$ cat src/rtl/noc_serial_receiver_pkg.sv
// Shared NoC receive-side types and helpers: flit format, address type, FSM states, n_flits().
// The flit payload width is taken from `FLIT_DATA_WIDTH (8 if not defined elsewhere).
`ifndef FLIT_DATA_WIDTH
`define FLIT_DATA_WIDTH 8
`endif

package noc_serial_receiver_pkg;

    localparam int FLIT_W = `FLIT_DATA_WIDTH;

    typedef enum logic [1:0] {
        HEADER = 2'd0,
        DATA   = 2'd1,
        TAIL   = 2'd2
    } flit_type_e;

    typedef struct packed {
        flit_type_e        flit_type;
        logic [FLIT_W-1:0] payload;
    } flit_t;

    typedef logic [7:0] addr_t;

    typedef enum logic [1:0] {
        IDLE,
        RECEIVING,
        FULL
    } rx_state_e;

    // Number of flits needed to carry a payload of the given width; shared with the sender.
    function automatic int n_flits(input int bits);
        return (bits + FLIT_W - 1) / FLIT_W;
    endfunction

endpackage

$ cat src/rtl/node_port.sv
// Serial NoC link between a router port and an endpoint: enable/flit forward, ack/rej back.
interface node_port;
    import noc_serial_receiver_pkg::*;

    logic  enable;
    flit_t flit;
    logic  ack;
    logic  rej;

    modport down (input enable, input flit, output ack, output rej);
    modport up   (output enable, output flit, input ack, input rej);
endinterface

$ cat src/rtl/noc_flit_assembler.sv
// Reassembly buffer with a saturating slot counter; flit k lands in bits [k*FLIT_W +: FLIT_W].
module noc_flit_assembler
    import noc_serial_receiver_pkg::*;
#(
    parameter int PACKET_BITS = 16,
    parameter int N_FLITS     = 2,
    parameter int CNT_W       = 2
) (
    input  logic                   clk,
    input  logic                   rst,
    input  logic                   clear,
    input  logic                   wr_en,
    input  logic                   last,
    input  logic [FLIT_W-1:0]      wr_data,
    output logic [PACKET_BITS-1:0] buffer,
    output logic [CNT_W-1:0]       cnt,
    output logic                   overrun
);

    localparam logic [CNT_W-1:0] N_CNT = CNT_W'(N_FLITS);

    assign overrun = (cnt >= N_CNT);

    always_ff @(posedge clk or posedge rst) begin
        if (rst) begin
            cnt    <= '0;
            buffer <= '0;
        end else if (clear) begin
            cnt    <= '0;
            buffer <= '0;
        end else begin
            // Bits of the final flit beyond PACKET_BITS have no home and are simply not stored.
            if (wr_en) begin
                for (int i = 0; i < PACKET_BITS; i++) begin
                    if ((i / FLIT_W) == int'(cnt))
                        buffer[i] <= wr_data[i % FLIT_W];
                end
            end
            if (last)
                cnt <= '0;
            else if (wr_en)
                cnt <= cnt + 1'b1;
        end
    end

endmodule

$ cat src/rtl/noc_serial_receiver.sv
// NoC endpoint receiver: accepts header, reassembles DATA/TAIL flits, holds the packet until flush.
// Optional length checking (len_err port) is enabled by defining NOC_SERIAL_RX_LEN_CHECK_EN.
module noc_serial_receiver
    import noc_serial_receiver_pkg::*;
#(
    parameter int PACKET_BITS  = 16,
    parameter int PADDING_BITS = 0
) (
    input  logic                                        clk,
    input  logic                                        rst,
    node_port.down                                      down,
    input  logic                                        flush,
    output logic                                        valid,
    output logic [PACKET_BITS-1:0]                      packet,
    output logic [((PADDING_BITS > 0) ? PADDING_BITS : 1)-1:0] padding
`ifdef NOC_SERIAL_RX_LEN_CHECK_EN
    ,
    output logic                                        len_err
`endif
);

    localparam int N_FLITS = n_flits(PACKET_BITS);
    localparam int CNT_W   = $clog2(N_FLITS) + 1;

    rx_state_e        state_q, state_d;
    logic             ack_c, rej_c;
    logic             hdr_acc, wr_acc, tail_acc;
    logic [CNT_W-1:0] cnt;
    logic             overrun;

    always_comb begin
        state_d  = state_q;
        ack_c    = 1'b0;
        rej_c    = 1'b0;
        hdr_acc  = 1'b0;
        wr_acc   = 1'b0;
        tail_acc = 1'b0;
        case (state_q)
            IDLE: begin
                if (down.enable && down.flit.flit_type == HEADER) begin
                    ack_c   = 1'b1;
                    hdr_acc = 1'b1;
                    state_d = RECEIVING;
                end
            end
            RECEIVING: begin
                // A stray HEADER here is a protocol error and is dropped silently.
                ack_c = 1'b1;
                if (down.enable && down.flit.flit_type == DATA) begin
                    wr_acc = 1'b1;
                end else if (down.enable && down.flit.flit_type == TAIL) begin
                    wr_acc   = 1'b1;
                    tail_acc = 1'b1;
                    state_d  = FULL;
                end
            end
            FULL: begin
                // ack and rej both low: a waiting sender stalls instead of being refused.
                if (flush)
                    state_d = IDLE;
            end
            default: state_d = IDLE;
        endcase
    end

    assign down.ack = ack_c;
    assign down.rej = rej_c;

    always_ff @(posedge clk or posedge rst) begin
        if (rst) begin
            state_q <= IDLE;
            valid   <= 1'b0;
        end else begin
            state_q <= state_d;
            valid   <= (state_d == FULL);
        end
    end

    noc_flit_assembler #(
        .PACKET_BITS(PACKET_BITS),
        .N_FLITS    (N_FLITS),
        .CNT_W      (CNT_W)
    ) u_assembler (
        .clk    (clk),
        .rst    (rst),
        .clear  (hdr_acc),
        .wr_en  (wr_acc && !overrun),
        .last   (tail_acc),
        .wr_data(down.flit.payload),
        .buffer (packet),
        .cnt    (cnt),
        .overrun(overrun)
    );

    generate
        if (PADDING_BITS > 0) begin : g_pad
            logic [PADDING_BITS-1:0] pad_q;
            always_ff @(posedge clk or posedge rst) begin
                if (rst)
                    pad_q <= '0;
                else if (hdr_acc)
                    pad_q <= down.flit.payload[PADDING_BITS-1:0];
            end
            assign padding = pad_q;
        end else begin : g_no_pad
            assign padding = 1'b0;
        end
    endgenerate

`ifdef NOC_SERIAL_RX_LEN_CHECK_EN
    localparam logic [CNT_W-1:0] LAST_SLOT = CNT_W'(N_FLITS - 1);

    always_ff @(posedge clk or posedge rst) begin
        if (rst)
            len_err <= 1'b0;
        else if (hdr_acc || (state_q == FULL && flush))
            len_err <= 1'b0;
        else if ((tail_acc && cnt != LAST_SLOT) || (wr_acc && !tail_acc && cnt >= LAST_SLOT))
            len_err <= 1'b1;
    end
`endif

endmodule

$ cat src/flat_wrapper.sv
// flat-port wrapper written by rule: the top's interface ports become plain ports
module noc_serial_receiver_flat import noc_serial_receiver_pkg::*;
#(
    parameter int PACKET_BITS  = 16,
    parameter int PADDING_BITS = 0
)
  (clk, rst, flush, valid, packet, padding, down_enable, down_flit, down_ack, down_rej);
  node_port down_i ();
  input  logic clk;
  input  logic rst;
  input  logic flush;
  output logic valid;
  output logic [PACKET_BITS-1:0] packet;
  output logic [((PADDING_BITS > 0) ? PADDING_BITS : 1)-1:0] padding;
  input wire logic [$bits(down_i.enable)-1:0] down_enable;
  input wire logic [$bits(down_i.flit)-1:0] down_flit;
  output wire logic [$bits(down_i.ack)-1:0] down_ack;
  output wire logic [$bits(down_i.rej)-1:0] down_rej;
  assign down_i.enable = down_enable;
  assign down_i.flit = down_flit;
  assign down_ack = down_i.ack;
  assign down_rej = down_i.rej;
  noc_serial_receiver #(.PACKET_BITS(PACKET_BITS), .PADDING_BITS(PADDING_BITS)) u_core (.clk(clk), .rst(rst), .down(down_i), .flush(flush), .valid(valid), .packet(packet), .padding(padding));
endmodule
$ cat config.mk
export PLATFORM = sky130hd
export DESIGN_NAME = noc_serial_receiver_flat
export DESIGN_NICKNAME = d
export VERILOG_FILES = /design/src/rtl/noc_serial_receiver_pkg.sv /design/src/rtl/node_port.sv /design/src/rtl/noc_flit_assembler.sv /design/src/rtl/noc_serial_receiver.sv /design/src/flat_wrapper.sv
export SDC_FILE = /design/constraint.sdc
export NUM_CORES = 1
export LEC_CHECK = 0
export ABC_CLOCK_PERIOD_IN_PS = 1800
export CAP_MARGIN = 20
export CORE_ASPECT_RATIO = 1.1
export CORE_MARGIN = 5
export CORE_UTILIZATION = 41
export DETAILED_ROUTE_END_ITERATION = 7
export PLACE_DENSITY_LB_ADDON = 0.05
export SLEW_MARGIN = 5
export SYNTH_ARGS = -nofsm -noshare
export SYNTH_HDL_FRONTEND = slang
export SYNTH_SLANG_ARGS = --single-unit
$ cat constraint.sdc
create_clock -name clk -period 1.8 [get_ports clk]
set_clock_uncertainty 0.15 [all_clocks]
set_input_delay 0.54 -clock clk [delete_from_list [all_inputs] [get_ports clk]]
set_output_delay 0.54 -clock clk [all_outputs]
set_load 0.01 [all_outputs]
==> out/results.ini, run 1 <==
[die]
die_w_microns=58.85
die-area_sq_mm=0.003750
pin_count=34
dieHeight_microns=63.73
coreArea_sq_mm=0.002520
start_util=0.4270
rows=19

[synth]
synthTopCellsByArea=dfrtp_1 49%, mux2i_1 15%, o21ai_0 10%, ha_1 3.5%, inv_1 2.4%
synth_ff_type=dfrtp_1
synth_largest_area_cell=dfrtp_1
async_flop_share=1.000
synthMostInstantiatedCell=o21ai_0
syn_avg_cell_area_sq_um=10.55
synth_common_cells=22 x o21ai_0, 21 x dfrtp_1, 16 x mux2i_1
ys_seq_area_frac=0.4884
synth_cells=102
ys_warn_count=0
ys_seq_elements=21
synth.distinct_cells=23
synth_top_area_share=0.4884
synth_enable_flop_cells=0
synth_area_sq_mm=0.001076

[drt]
wl_met3_microns=137
detailedRoute.firstPassIterationCount=4
viasPerCell=5.101
routed.top_layer=met4
wire_per_inst_microns=14.27
vias=913
antenna_left=0
drtIter0Drc=31
wl_mm=2.555
wl_met2_mm=1.341
wl_met1_mm=1.063
drc=0

[clock_network]
cts.root.buffer_cell=clkbuf_4
tritoncts_num_sinks=21
path_clk_slew_ns=0.12
cts_tree=yes
clock_latency_ns=0.30
clockBufferDepth=2
htree_levels=1
cts_buffers=3
hold_buffers=0

[grt]
grt_max_degree=24
track_usage=0.1510
grt_pass1_vias=967
gr-total-overflow=0
grt_pass1_wl_mm=4.464
antenna_found_initial=0

[outcome]
status=finished with violations
violations=negative setup slack

[layout]
drive_gt1_frac=0.2500
area_growth_pct=45.47
final_cells=179
diodes=0
nNetsFinal=166
finalCoreUtilization=0.6212
nFillCells=237

[power_and_ir_drop]
powerDensity_mw_per_mm2=1052
cellLeakagePower_nw=0.8872
peakVddDrop_v=0.0008847
power_w=0.001646

[worst_setup_path]
crit_arrival_ns=1.11
slowest_delay_ns=0.19
critical_path_class=in2out
critPathBufInv=2
startpoint_type=primary input
path_delay_family=simple AND/OR/NAND/NOR gates
crit_path_top_delay_cell=nor3b_4
cp-end-kind=primary output
cpMostUsedCell=nor2_1
critPathRequiredTime_ns=1.11
critPathMaxFanout=2
cp_cell_sequence=buf_8 > nor3b_4 > nor2_1 > nor2_1 > buf_2

[timing]
fin_crit_ns=1.805
fmaxAchievable_ghz=0.5541
finalCritPeriodShare=1.003
hold_viol_final=0
slew_violations=0
grt_setup_unrepaired=true
tns_ns=-0.004590
whs_ns=0.3486
finalSetupViolations=1
setup_ws_ns=-0.004590

[flow_run]
max-cap-violations=0

[placed_design]
port_buffers=31
dp_cells=174
gp_congestion=0.7244
hpwl_mm=1.850

[hold_path]
hold_class=reg2reg

-- metal layers --
layer / vias to the layer above / track usage
li1: 441 / -
met1: 445 / 0.1919
met2: 25 / 0.2528
met3: 2 / 0.03622
met4: 0 / 0.04249
met5: - / 0
-- through the flow --
step / cell area [sq um] / setup WS (ns)
3_5_place_dp: 1508 / -0.8649
3_3_place_gp: 1508 / -0.8071
2_1_floorplan: 1080 / 0.05937
4_1_cts: 1511 / -0.09656
5_1_grt: 1565 / -0.06545
6_report: 1565 / -0.004590
-- cell type report --
| cell class | count | area (sq um) | share of cell area |
|---|---|---|---|
| repair buffers | 48 | 412.9 | 0.2638 |
| multi-input cells | 68 | 534.3 | 0.3413 |
| clock buffers | 4 | 26.28 | 0.01679 |
| flip-flops and latches | 21 | 526.8 | 0.3365 |
| inverters | 7 | 26.28 | 0.01679 |
| well taps | 31 | 38.79 | 0.02478 |
-- cells in the final DEF, fill, tap and decap left out, types with 3 or more instances in the layout --
master / count
inv_1: 6
nand2_1: 3
nor2_1: 5
o21ai_0: 21
clkbuf_4: 3
buf_4: 17
dlygate4sd2_1: 17
mux2i_1: 16
dfrtp_1: 20
clkdlybuf4s50_1: 10
-- timing repair --
| action | CTS | global route |
|---|---|---|
| setup buffers | 1 | 0 |
| setup endpoints to repair | 36 | 19 |
| pin swaps | 3 | 5 |
| cloned | 0 | 0 |
| gates resized for setup | 34 | 16 |
-- logic make-up (layout without fill, tap and decap cells) --
| group | after synthesis | in the layout | synth area share |
|---|---|---|---|
| other cells | 1 | 2 | 0.003485 |
| compound gates | 27 | 27 | 0.1326 |
| mux | 16 | 16 | 0.1488 |
| fa+ha+maj | 3 | 3 | 0.03489 |
| flops | 21 | 21 | 0.4884 |
| simple gates | 18 | 18 | 0.1128 |
| xor+xnor | 2 | 2 | 0.01628 |
| buf+inv | 14 | 59 | 0.06279 |
-- path summary, 6_finish.rpt --
path | from | end | slack, ns | depth (start not counted)
max | down_flit[8] | down_ack | -0.005 | 5
min | u_core.state_q[1] | u_core.state_q[0] | 0.35 | 1
max reg2reg | u_core.state_q[1] | u_core.u_assembler.cnt[0] | 0.03 | 4
min reg2reg | u_core.state_q[1] | u_core.state_q[0] | 0.35 | 1
max in group asynchronous | rst | u_core.state_q[1] | 0.85 | 3
min in group asynchronous | rst | u_core.u_assembler.cnt[1] | 0.42 | 3
-- worst register-to-register path, delay by kind of cell, from the launching register on --
family | cells | cell delay, ns
buffers and inverters | 1 | 0.15
AO/OA/AOI/OAI | 1 | 0.13
flip-flops | 1 | 0.45
AND/OR/NAND/NOR | 2 | 0.82
-- flip-flops by register name, summed over array words and instances, names as in the netlist --
signal,count
u_core.u_assembler.cnt,2
u_core.valid,1
u_core.state_q,2
u_core.u_assembler.buffer,16
-- power breakdown --
group          leakage (nW)  switching, W  internal, W
registers             0.282     0.0000759     0.000617
clock network        0.0150      0.000142    0.0000862
logic                 0.590      0.000353     0.000372
No activity file was read; power rests on OpenSTA's default activity.
==> run 2, diff against run 1 <==
--- a/config.mk
+++ b/config.mk
@@ -9,9 +9,10 @@
 export CAP_MARGIN = 20
 export CORE_ASPECT_RATIO = 1.1
 export CORE_MARGIN = 5
-export CORE_UTILIZATION = 41
+export CORE_UTILIZATION = 35
 export DETAILED_ROUTE_END_ITERATION = 7
 export PLACE_DENSITY_LB_ADDON = 0.05
+export REMOVE_ABC_BUFFERS = 1
 export SLEW_MARGIN = 5
 export SYNTH_ARGS = -nofsm -noshare
 export SYNTH_HDL_FRONTEND = slang
==> run 2 against run 1 <==
Effect of this change:
- the run still ends with negative setup slack left
- via count decreased by 0.99%
- final area decreased by 0.24%
- total power decreased by 1.5%
- worst setup slack got worse by 0.0049 ns
- combinational power decreased by 3.7%
- fmax decreased by 0.27%
- sequential share of layout area about the same
- first-iteration DRC count decreased by 55%
- register-to-register slack improved by 0.03 ns
- global-route usage decreased by 1.8 points
- core utilization decreased by 10 points
- critical endpoint unchanged
- largest cell class unchanged
==> out/results.ini, run 2 (synthesized netlist as in run 1, its figures left out) <==
[outcome]
status=finished with violations
violations=negative setup slack

[placed_design]
postPlaceCellArea_sq_mm=0.001526
hpwl_mm=1.863
dp_cells=179
port_buffers=31
gp_congestion=0.7021

[worst_setup_path]
slowest_delay_ns=0.20
critPathLaunch=down_flit[8]
path_delay_family=simple AND/OR/NAND/NOR gates
critPathBufInv=2
crit-reg2reg-launch=u_core.state_q[1]
crit_arrival_ns=1.12
cp-end-kind=primary output
startpoint_type=primary input
cp_cell_sequence=clkbuf_2 > nor3b_4 > nor2_1 > nor2_1 > buf_2
cpMostUsedCell=nor2_1
critical_path_class=in2out
critPathRequiredTime_ns=1.11
crit_path_top_delay_cell=nor3b_4
critPathMaxFanout=2
worst_r2r_path_depth=4
cp.depth=5

[grt]
grt_pass1_vias=940
grt_pass1_wl_mm=4.422
antenna_found_initial=0
grt_max_degree=22
track_usage=0.1328
gr-total-overflow=0

[layout]
finalCoreUtilization=0.5213
nNetsFinal=168
drive_gt1_frac=0.2667
top_register=u_core.u_assembler.buffer
diodes=0
largest_reg_flops=16
final_area_sq_mm=0.001562
layout_commonest_cell=dfrtp_1
area_growth_pct=45.12
layout_common_cells=21 x dfrtp_1, 19 x buf_4, 17 x o21ai_0, 17 x dlygate4sd2_1, 16 x mux2i_1
final_cells=184
nFillCells=293
reg_top3=u_core.u_assembler.buffer (16), u_core.state_q (2), u_core.u_assembler.cnt (2)

[power_and_ir_drop]
p_int_w=0.001057
power_w=0.001622
swShare=0.3480
p_seq_frac=0.426
powerDensity_mw_per_mm2=1039
peakVddDrop_v=0.0006432
power_frac_clock=0.144
cellLeakagePower_nw=0.8902
comb_power_share=0.431
p_switching_w=0.0005644

[flow_run]
max-cap-violations=0

[hold_path]
min_path_cells=1
hold_class=reg2reg
min_from=u_core.state_q[1]

[die]
coreArea_sq_mm=0.002995
start_util=0.3592
pin_count=34
rows=21
die_w_microns=62.87
die-area_sq_mm=0.004285
dieHeight_microns=68.16

[timing]
finalSetupViolations=1
whs_ns=0.3704
hold_viol_final=0
setup_ws_ns=-0.009444
grt_setup_unrepaired=true
fmaxAchievable_ghz=0.5527
slew_violations=0
fin_crit_ns=1.809
finalCritPeriodShare=1.005

[drt]
viasPerCell=4.913
antenna_left=0
drtIter0Drc=14
drc=0
vias=904
wire_per_inst_microns=14.08
detailedRoute.firstPassIterationCount=4
wl_mm=2.591

[clock_network]
cts.root.buffer_cell=clkbuf_4
path_clk_slew_ns=0.13
tritoncts_num_sinks=21
clockBufferDepth=2
clock_latency_ns=0.31
htree_levels=1
cts_buffers=3
cts_tree=yes

-- run 2: repair_timing --
action | 4_1_cts | 5_1_grt
setup buffers | 1 | 0
endpoints found under the setup margin | 37 | 7
resized for setup | 32 | 14
pin swaps | 2 | 3
hold buffers | 0 | 0
cloned | 0 | 0
-- run 2: area by class of cell --
type,count,area (sq um),share of cell area
clock inverters,1,5.005,0.003205
multi-input cells,68,528.0,0.3381
inverters,7,26.28,0.01683
repair buffers,50,411.6,0.2636
well taps,34,42.54,0.02724
flip-flops and latches,21,525.5,0.3365
clock buffers,3,22.52,0.01442
-- run 2: metrics by stage --
step                      setup WS, ns  setup TNS (ns)
after global routing          -0.05799        -0.08144
after floorplan                0.05926               0
after global placement         -0.8258          -10.22
final                        -0.009444       -0.009444
after detailed placement       -0.8640          -10.54
after CTS                      -0.1087         -0.1087
-- run 2: layer usage --
layer | vias to the layer above | GRT usage | routed length (microns)
met5 | - | 0 | 0
met4 | 0 | 0.04775 | 20
met3 | 2 | 0.03777 | 112
met2 | 14 | 0.2256 | 1247
met1 | 439 | 0.1613 | 1211
li1 | 449 | - | -
-- run 2: worst paths after layout --
check,to,slack [ns]
max,down_ack,-0.009
min,u_core.state_q[0],0.37
max reg2reg,u_core.u_assembler.cnt[0],0.06
min reg2reg,u_core.state_q[0],0.37
max in group asynchronous,u_core.u_assembler.buffer[2],0.86
min in group asynchronous,u_core.u_assembler.buffer[15],0.41
-- run 2: power by group through the flow --
stage	combinational, W	sequential, W	clock (W)
floorplan	0.000261	0.000765	0
finish	0.000698	0.000690	0.000233
detailed placement	0.000771	0.000701	0
global route	0.000784	0.000716	0.000271
global placement	0.000760	0.000698	0
CTS	0.000688	0.000688	0.000247
